<file path="config.mk">
export PLATFORM = sky130hd
export DESIGN_NAME = dma_ctrl_rr_arb_flat
export DESIGN_NICKNAME = d
export VERILOG_FILES = /design/src/rtl/dma_ctrl_rr_arb_if.sv /design/src/rtl/dma_ctrl_rr_arb.sv /design/src/flat_wrapper.sv
export SDC_FILE = /design/constraint.sdc
export NUM_CORES = 1
export LEC_CHECK = 0
export ABC_CLOCK_PERIOD_IN_PS = 8300
export BUFFER_PORTS_ARGS = -buffer_cell sky130_fd_sc_hd__buf_2
export CORE_AREA = 2 2 277 279
export DETAILED_ROUTE_END_ITERATION = 16
export DIE_AREA = 0 0 279 281
export GPL_TIMING_DRIVEN = 0
export HOLD_SLACK_MARGIN = 0.05
export SETUP_SLACK_MARGIN = 0.2
export SYNTH_ARGS = -nofsm -noshare
export SYNTH_HDL_FRONTEND = slang
export SYNTH_SLANG_ARGS = --single-unit
</file>
<file path="constraint.sdc">
create_clock -name clk_i -period 8.3 [get_ports clk_i]
set_clock_uncertainty 0.15 [all_clocks]
set_input_delay 0.83 -clock clk_i [delete_from_list [all_inputs] [get_ports clk_i]]
set_output_delay 0.83 -clock clk_i [all_outputs]
set_load 0.01 [all_outputs]
</file>
<file path="src/rtl/dma_ctrl_rr_arb_if.sv">
// Bundle between NB_PORTS core control ports and one merged DMA control port.
// The slave modport is the arbiter's view; the master modport is the surrounding logic's view.
interface dma_ctrl_rr_arb_if #(
    parameter int NB_PORTS   = 8,
    parameter int ADDR_WIDTH = 32,
    parameter int DATA_WIDTH = 32
);
    localparam int BE_WIDTH = DATA_WIDTH / 8;
    localparam int ID_W     = (NB_PORTS > 1) ? $clog2(NB_PORTS) : 1;

    logic [NB_PORTS-1:0]                 slv_req_i;
    logic [NB_PORTS-1:0][ADDR_WIDTH-1:0] slv_add_i;
    logic [NB_PORTS-1:0]                 slv_wen_i;
    logic [NB_PORTS-1:0][DATA_WIDTH-1:0] slv_wdata_i;
    logic [NB_PORTS-1:0][BE_WIDTH-1:0]   slv_be_i;
    logic [NB_PORTS-1:0]                 slv_gnt_o;
    logic [NB_PORTS-1:0]                 slv_r_valid_o;
    logic [DATA_WIDTH-1:0]               slv_r_rdata_o;
    logic                                slv_r_opc_o;

    logic                                mst_req_o;
    logic [ADDR_WIDTH-1:0]               mst_add_o;
    logic                                mst_wen_o;
    logic [DATA_WIDTH-1:0]               mst_wdata_o;
    logic [BE_WIDTH-1:0]                 mst_be_o;
    logic [ID_W-1:0]                     mst_id_o;
    logic                                mst_gnt_i;
    logic                                mst_r_valid_i;
    logic [DATA_WIDTH-1:0]               mst_r_rdata_i;
    logic                                mst_r_opc_i;

    logic                                busy_o;
    logic                                err_o;

    modport slave (
        input  slv_req_i, slv_add_i, slv_wen_i, slv_wdata_i, slv_be_i,
        output slv_gnt_o, slv_r_valid_o, slv_r_rdata_o, slv_r_opc_o,
        output mst_req_o, mst_add_o, mst_wen_o, mst_wdata_o, mst_be_o, mst_id_o,
        input  mst_gnt_i, mst_r_valid_i, mst_r_rdata_i, mst_r_opc_i,
        output busy_o, err_o
    );

    modport master (
        output slv_req_i, slv_add_i, slv_wen_i, slv_wdata_i, slv_be_i,
        input  slv_gnt_o, slv_r_valid_o, slv_r_rdata_o, slv_r_opc_o,
        input  mst_req_o, mst_add_o, mst_wen_o, mst_wdata_o, mst_be_o, mst_id_o,
        output mst_gnt_i, mst_r_valid_i, mst_r_rdata_i, mst_r_opc_i,
        input  busy_o, err_o
    );
endinterface

</file>
<file path="src/rtl/dma_ctrl_rr_arb.sv">
// Round-robin merge of NB_PORTS control ports onto one DMA port; zero-latency grant and response routing.
// Backpressure: mst_gnt_i stalls the winner in place; MAX_OUTST unanswered requests block new requests.
module dma_ctrl_rr_arb #(
    parameter int NB_PORTS   = 8,
    parameter int ADDR_WIDTH = 32,
    parameter int DATA_WIDTH = 32,
    parameter int MAX_OUTST  = 4
) (
    input  logic               clk_i,
    input  logic               rst_i,
    dma_ctrl_rr_arb_if.slave   bus
);
    localparam int ID_W  = (NB_PORTS > 1) ? $clog2(NB_PORTS) : 1;
    localparam int CNT_W = $clog2(MAX_OUTST + 1);
    localparam int PTR_W = (MAX_OUTST > 1) ? $clog2(MAX_OUTST) : 1;

    localparam logic [CNT_W-1:0] CNT_FULL = CNT_W'(MAX_OUTST);
    localparam logic [PTR_W-1:0] PTR_LAST = PTR_W'(MAX_OUTST - 1);
    localparam logic [ID_W-1:0]  ID_LAST  = ID_W'(NB_PORTS - 1);

    logic [ID_W-1:0]     rr_q;
    logic [ID_W-1:0]     win;
    logic                any_req;
    logic [CNT_W-1:0]    cnt_q;
    logic [PTR_W-1:0]    wr_ptr_q;
    logic [PTR_W-1:0]    rd_ptr_q;
    logic [ID_W-1:0]     id_mem [MAX_OUTST];
    logic                err_q;
    logic                full;
    logic                empty;
    logic                mst_req;
    logic                hs;
    logic                pop;
    logic                stray_rsp;
    logic [NB_PORTS-1:0] gnt_vec;
    logic [NB_PORTS-1:0] rsp_vec;

    // Search upward from rr_q, wrapping past the last port.
    always_comb begin : p_arb
        int idx;
        idx     = 0;
        win     = rr_q;
        any_req = 1'b0;
        for (int k = 0; k < NB_PORTS; k++) begin
            idx = int'(rr_q) + k;
            if (idx >= NB_PORTS) begin
                idx = idx - NB_PORTS;
            end
            if (!any_req && bus.slv_req_i[ID_W'(idx)]) begin
                any_req = 1'b1;
                win     = ID_W'(idx);
            end
        end
    end

    assign full      = (cnt_q == CNT_FULL);
    assign empty     = (cnt_q == '0);
    assign mst_req   = any_req & ~full;
    assign hs        = mst_req & bus.mst_gnt_i;
    assign pop       = bus.mst_r_valid_i & ~empty;
    assign stray_rsp = bus.mst_r_valid_i & empty;

    always_comb begin
        gnt_vec                   = '0;
        rsp_vec                   = '0;
        gnt_vec[win]              = hs;
        rsp_vec[id_mem[rd_ptr_q]] = pop;
    end

    assign bus.mst_req_o     = mst_req;
    assign bus.mst_add_o     = bus.slv_add_i[win];
    assign bus.mst_wen_o     = bus.slv_wen_i[win];
    assign bus.mst_wdata_o   = bus.slv_wdata_i[win];
    assign bus.mst_be_o      = bus.slv_be_i[win];
    assign bus.mst_id_o      = win;
    assign bus.slv_gnt_o     = gnt_vec;
    assign bus.slv_r_valid_o = rsp_vec;
    assign bus.slv_r_rdata_o = bus.mst_r_rdata_i;
    assign bus.slv_r_opc_o   = bus.mst_r_opc_i;
    assign bus.busy_o        = ~empty;
    assign bus.err_o         = err_q;

    always_ff @(posedge clk_i or posedge rst_i) begin
        if (rst_i) begin
            rr_q     <= '0;
            cnt_q    <= '0;
            wr_ptr_q <= '0;
            rd_ptr_q <= '0;
            err_q    <= 1'b0;
        end else begin
            if (hs) begin
                rr_q     <= (win == ID_LAST) ? '0 : win + 1'b1;
                wr_ptr_q <= (wr_ptr_q == PTR_LAST) ? '0 : wr_ptr_q + 1'b1;
            end
            if (pop) begin
                rd_ptr_q <= (rd_ptr_q == PTR_LAST) ? '0 : rd_ptr_q + 1'b1;
            end
            case ({hs, pop})
                2'b10:   cnt_q <= cnt_q + 1'b1;
                2'b01:   cnt_q <= cnt_q - 1'b1;
                default: cnt_q <= cnt_q;
            endcase
            // A response with nothing outstanding is a protocol violation; latch it.
            if (stray_rsp) begin
                err_q <= 1'b1;
            end
        end
    end

    // ID storage needs no reset: entries are only read behind a valid count.
    always_ff @(posedge clk_i) begin
        if (hs) begin
            id_mem[wr_ptr_q] <= win;
        end
    end
endmodule

</file>
<file path="src/flat_wrapper.sv">
// flat-port wrapper written by rule: the top's interface ports become plain ports
module dma_ctrl_rr_arb_flat 
#(
    parameter int NB_PORTS   = 8,
    parameter int ADDR_WIDTH = 32,
    parameter int DATA_WIDTH = 32,
    parameter int MAX_OUTST  = 4
)
  (clk_i, rst_i, bus_slv_req_i, bus_slv_add_i, bus_slv_wen_i, bus_slv_wdata_i, bus_slv_be_i, bus_slv_gnt_o, bus_slv_r_valid_o, bus_slv_r_rdata_o, bus_slv_r_opc_o, bus_mst_req_o, bus_mst_add_o, bus_mst_wen_o, bus_mst_wdata_o, bus_mst_be_o, bus_mst_id_o, bus_mst_gnt_i, bus_mst_r_valid_i, bus_mst_r_rdata_i, bus_mst_r_opc_i, bus_busy_o, bus_err_o);
  dma_ctrl_rr_arb_if #(.NB_PORTS(NB_PORTS), .ADDR_WIDTH(ADDR_WIDTH), .DATA_WIDTH(DATA_WIDTH)) bus_i ();
  input  logic clk_i;
  input  logic rst_i;
  input wire logic [$bits(bus_i.slv_req_i)-1:0] bus_slv_req_i;
  input wire logic [$bits(bus_i.slv_add_i)-1:0] bus_slv_add_i;
  input wire logic [$bits(bus_i.slv_wen_i)-1:0] bus_slv_wen_i;
  input wire logic [$bits(bus_i.slv_wdata_i)-1:0] bus_slv_wdata_i;
  input wire logic [$bits(bus_i.slv_be_i)-1:0] bus_slv_be_i;
  output wire logic [$bits(bus_i.slv_gnt_o)-1:0] bus_slv_gnt_o;
  output wire logic [$bits(bus_i.slv_r_valid_o)-1:0] bus_slv_r_valid_o;
  output wire logic [$bits(bus_i.slv_r_rdata_o)-1:0] bus_slv_r_rdata_o;
  output wire logic [$bits(bus_i.slv_r_opc_o)-1:0] bus_slv_r_opc_o;
  output wire logic [$bits(bus_i.mst_req_o)-1:0] bus_mst_req_o;
  output wire logic [$bits(bus_i.mst_add_o)-1:0] bus_mst_add_o;
  output wire logic [$bits(bus_i.mst_wen_o)-1:0] bus_mst_wen_o;
  output wire logic [$bits(bus_i.mst_wdata_o)-1:0] bus_mst_wdata_o;
  output wire logic [$bits(bus_i.mst_be_o)-1:0] bus_mst_be_o;
  output wire logic [$bits(bus_i.mst_id_o)-1:0] bus_mst_id_o;
  input wire logic [$bits(bus_i.mst_gnt_i)-1:0] bus_mst_gnt_i;
  input wire logic [$bits(bus_i.mst_r_valid_i)-1:0] bus_mst_r_valid_i;
  input wire logic [$bits(bus_i.mst_r_rdata_i)-1:0] bus_mst_r_rdata_i;
  input wire logic [$bits(bus_i.mst_r_opc_i)-1:0] bus_mst_r_opc_i;
  output wire logic [$bits(bus_i.busy_o)-1:0] bus_busy_o;
  output wire logic [$bits(bus_i.err_o)-1:0] bus_err_o;
  assign bus_i.slv_req_i = bus_slv_req_i;
  assign bus_i.slv_add_i = bus_slv_add_i;
  assign bus_i.slv_wen_i = bus_slv_wen_i;
  assign bus_i.slv_wdata_i = bus_slv_wdata_i;
  assign bus_i.slv_be_i = bus_slv_be_i;
  assign bus_slv_gnt_o = bus_i.slv_gnt_o;
  assign bus_slv_r_valid_o = bus_i.slv_r_valid_o;
  assign bus_slv_r_rdata_o = bus_i.slv_r_rdata_o;
  assign bus_slv_r_opc_o = bus_i.slv_r_opc_o;
  assign bus_mst_req_o = bus_i.mst_req_o;
  assign bus_mst_add_o = bus_i.mst_add_o;
  assign bus_mst_wen_o = bus_i.mst_wen_o;
  assign bus_mst_wdata_o = bus_i.mst_wdata_o;
  assign bus_mst_be_o = bus_i.mst_be_o;
  assign bus_mst_id_o = bus_i.mst_id_o;
  assign bus_i.mst_gnt_i = bus_mst_gnt_i;
  assign bus_i.mst_r_valid_i = bus_mst_r_valid_i;
  assign bus_i.mst_r_rdata_i = bus_mst_r_rdata_i;
  assign bus_i.mst_r_opc_i = bus_mst_r_opc_i;
  assign bus_busy_o = bus_i.busy_o;
  assign bus_err_o = bus_i.err_o;
  dma_ctrl_rr_arb #(.NB_PORTS(NB_PORTS), .ADDR_WIDTH(ADDR_WIDTH), .DATA_WIDTH(DATA_WIDTH), .MAX_OUTST(MAX_OUTST)) u_core (.clk_i(clk_i), .rst_i(rst_i), .bus(bus_i));
endmodule
</file>
==> results.cfg <==
[timing]
setup_violations = 0
period_needed_ps = 7486
worstMarginPinSlew_ps = 1270
grt_setup_unrepaired = no
report.final.slew_viol_count = 0
hold_viol = 0
hold_ws_ps = 317.9
slew-limit-headroom_pct = 15.37
setup_tns_ps = 0
period_share_pct = 90.20
clock.fmax_mhz = 133.6

[routing]
viasPerCell = 4.410
wire_per_inst_um = 25.21
wirelength_mm = 70.86
dr.pass1.iters = 5
drc = 0
drtIter0Drc = 827
vias = 12400
ant_nets = 0

[place]
dp_cells = 2791
dp_hpwl_mm = 59.61
numPortBuffers = 687
gp_congestion = 0.9531

[synth]
yosysWarnings = 0
synth_area_leaders = a21oi_1 (19%), nand2_1 (15%), a221oi_2 (8.3%), a22oi_1 (7.1%), a21o_1 (7.0%)
synth-xor-area-share_pct = 1.176
yosysSeqAreaShare_pct = 8.536
async_reset_ff_share_pct = 47.83
syn_nets = 1734
synth_edf_count = 12
post_synth_fa_ha_maj_area_fraction_pct = 1.949
ys_types = 64
ys.flop_type = edfxtp_1
synth_top_family_by_area = compound AO/OA/AOI/OAI gates
yosysTopAreaCellShare_pct = 18.69
synth_top_cell_by_area = a21oi_1
syn-instance-count = 1126
syn_avg_cell_area_um2 = 6.613
ys_ff_latch = 23
yosys.area_share.simple_pct = 19.17
syn-cell-area_um2 = 7446
synth_compound_area_share_pct = 49.30
muxShareOfSynthArea_pct = 7.192

[floorplanning]
ioPinCount = 721
start_util_pct = 9.869
die_area_um2 = 78400
die_width_um = 279
core_um2 = 75440
row_count = 101
die_h_um = 281

[cells_and_area]
syn_to_final_growth_pct = 64.29
final_cell_mix = buf_2 (725), nand2_1 (291), a21oi_1 (278)
multi_input_area_um2 = 5874
drive_gt1_share_pct = 47.36
seq_area_um2 = 635.6
layoutNonFillerInstCount = 2811
final_common_cell = buf_2
fillers = 8842
final_nets = 2425

[worst_setup_path]
r2r-start = u_core.rr_q[1]$_DFFE_PP0P_
path_class = register to output pin
crit_path_end_kind = output pin
critPathArrivalTime_ps = 6510
crit_path_max_fanout = 10
required_ps = 7320
worstSetupStartpoint = u_core.rr_q[1]$_DFFE_PP0P_
startpoint_type = register

[run]
cap_viol_max_count = 0

[global_route]
gr-total-overflow = 0
grt_max_degree = 16
grt_pass1_vias = 11930
grtUsageTotal_pct = 16.72
antenna_found_initial = 40
grt_pass1_wl_mm = 91.37

[clock_network]
cts_tree = done
clk_pin_slew_ps = 60
cts.path.max_buffers = 2
clock-sinks = 23
ctsHoldBuffers = 0
clock_latency_ps = 250
cts-root-buf = clkbuf_16
cts_buffers = 3
htree_levels = 1

[outcome]
status = finished clean

[hold_path]
worst_hold_path_type = register to register
hp-start = u_core.bus.err_o$_DFFE_PP0P_
==> cell usage after synthesis (2+ instances only) <==
cell	instances
nor2_1	22
nor3_1	7
a32oi_1	3
a21boi_0	2
a21oi_2	2
inv_1	12
edfxtp_1	12
mux2i_1	13
o2111ai_1	2
a2bb2oi_1	3
inv_2	2
dfrtp_1	11
mux4_2	12
a21o_1	69
xor2_1	3
mux2_1	7
buf_6	13
mux2_2	5
a221oi_2	41
buf_1	13
nand2_1	291
o22ai_1	2
a22o_1	4
nand2b_1	6
o211ai_1	4
a21oi_1	278
ha_1	10
nor2b_1	2
a22oi_1	70
clkbuf_1	37
nand3b_1	3
xnor2_1	2
o21ai_0	8
nand3_1	8
and3_1	4
and2_1	3
buf_4	48
a32o_1	2
buf_2	38
a221oi_1	27
or3_1	2
==> area by class of cell <==
| cell class | instances | area share (%) |
|---|---|---|
| diodes | 17 | 0.3478 |
| plain buffers | 148 | 7.201 |
| clock buffers | 4 | 0.6444 |
| inverters | 15 | 0.4807 |
| multi-input cells | 939 | 48.02 |
| flip-flops and latches | 23 | 5.196 |
| well taps | 978 | 10.00 |
| repair buffers | 687 | 28.11 |
==> layer usage <==
layer	GRT usage (%)	part of all wire, %	vias up
met1	20.35	40	5817
met4	6.203	4.6	18
met5	0	0.16	-
met3	4.497	9.7	171
met2	28.07	46	868
li1	-	-	5523
==> worst paths after layout <==
check	endpoint	slack, ps	cells past startpoint
worst min-delay path	u_core.bus.err_o$_DFFE_PP0P_	320	1
worst max-delay path	bus_mst_be_o[3]	810	17
max in group asynchronous	u_core.rd_ptr_q[0]$_DFFE_PP0P_	7250	2
worst min register to register	u_core.bus.err_o$_DFFE_PP0P_	320	1
worst max register to register	u_core.rr_q[0]$_DFFE_PP0P_	2320	19
min in group asynchronous	u_core.rd_ptr_q[1]$_DFFE_PP0P_	440	2
==> cells by family (layout without fill, tap and decap cells) <==
logic type / count (synthesis) / after routing
and+or+nand+nor: 354 / 354
xor gates and xnor gates: 7 / 7
other: 0 / 17
muxes: 37 / 37
adders and majority gates: 11 / 11
DFF: 23 / 23
AOI/OAI and AO/OA: 530 / 530
buffers and inverters: 164 / 854
==> worst max-delay path, cell delays in order, from the launching register on <==
cell      delay, ps
dfrtp_1         350
buf_2           220
buf_2           290
inv_1           140
ha_1            310
buf_6           150
buf_6           160
mux2_1          350
mux4_2          510
nor2_1          180
nand4b_1        310
o22ai_1         210
a21oi_1         100
a21oi_4         680
clkbuf_1        990
clkbuf_1        780
a21o_1          220
buf_2           240
==> registers in the layout (all words and copies together), names as in the netlist <==
| register | count |
|---|---|
| u_core.bus.err_o | 1 |
| u_core.wr_ptr_q | 2 |
| u_core.rd_ptr_q | 2 |
| u_core.id_mem | 12 |
| u_core.cnt_q | 3 |
| u_core.rr_q | 3 |
==> through the flow <==
stage          worst slack (ps)  utilization (%)  instance area (um2)
2_1_floorplan              3424                -                 7446
3_3_place_gp              444.9            16.05                12110
3_5_place_dp              711.5            16.06                12120
4_1_cts                   408.9            16.16                12190
5_1_grt                   283.0            16.20                12220
6_report                  813.7            16.21                12230
==> repair_timing <==
item | in CTS | in global routing
endpoints found under the setup margin | 0 | 1
endpoints found under the hold margin | 0 | 0
gates resized for setup | 0 | 0
buffers inserted | 0 | 0
Power is left out: the tool's default activity adds up to more than one toggle a clock period on the data nets, which glitch-free logic cannot reach.
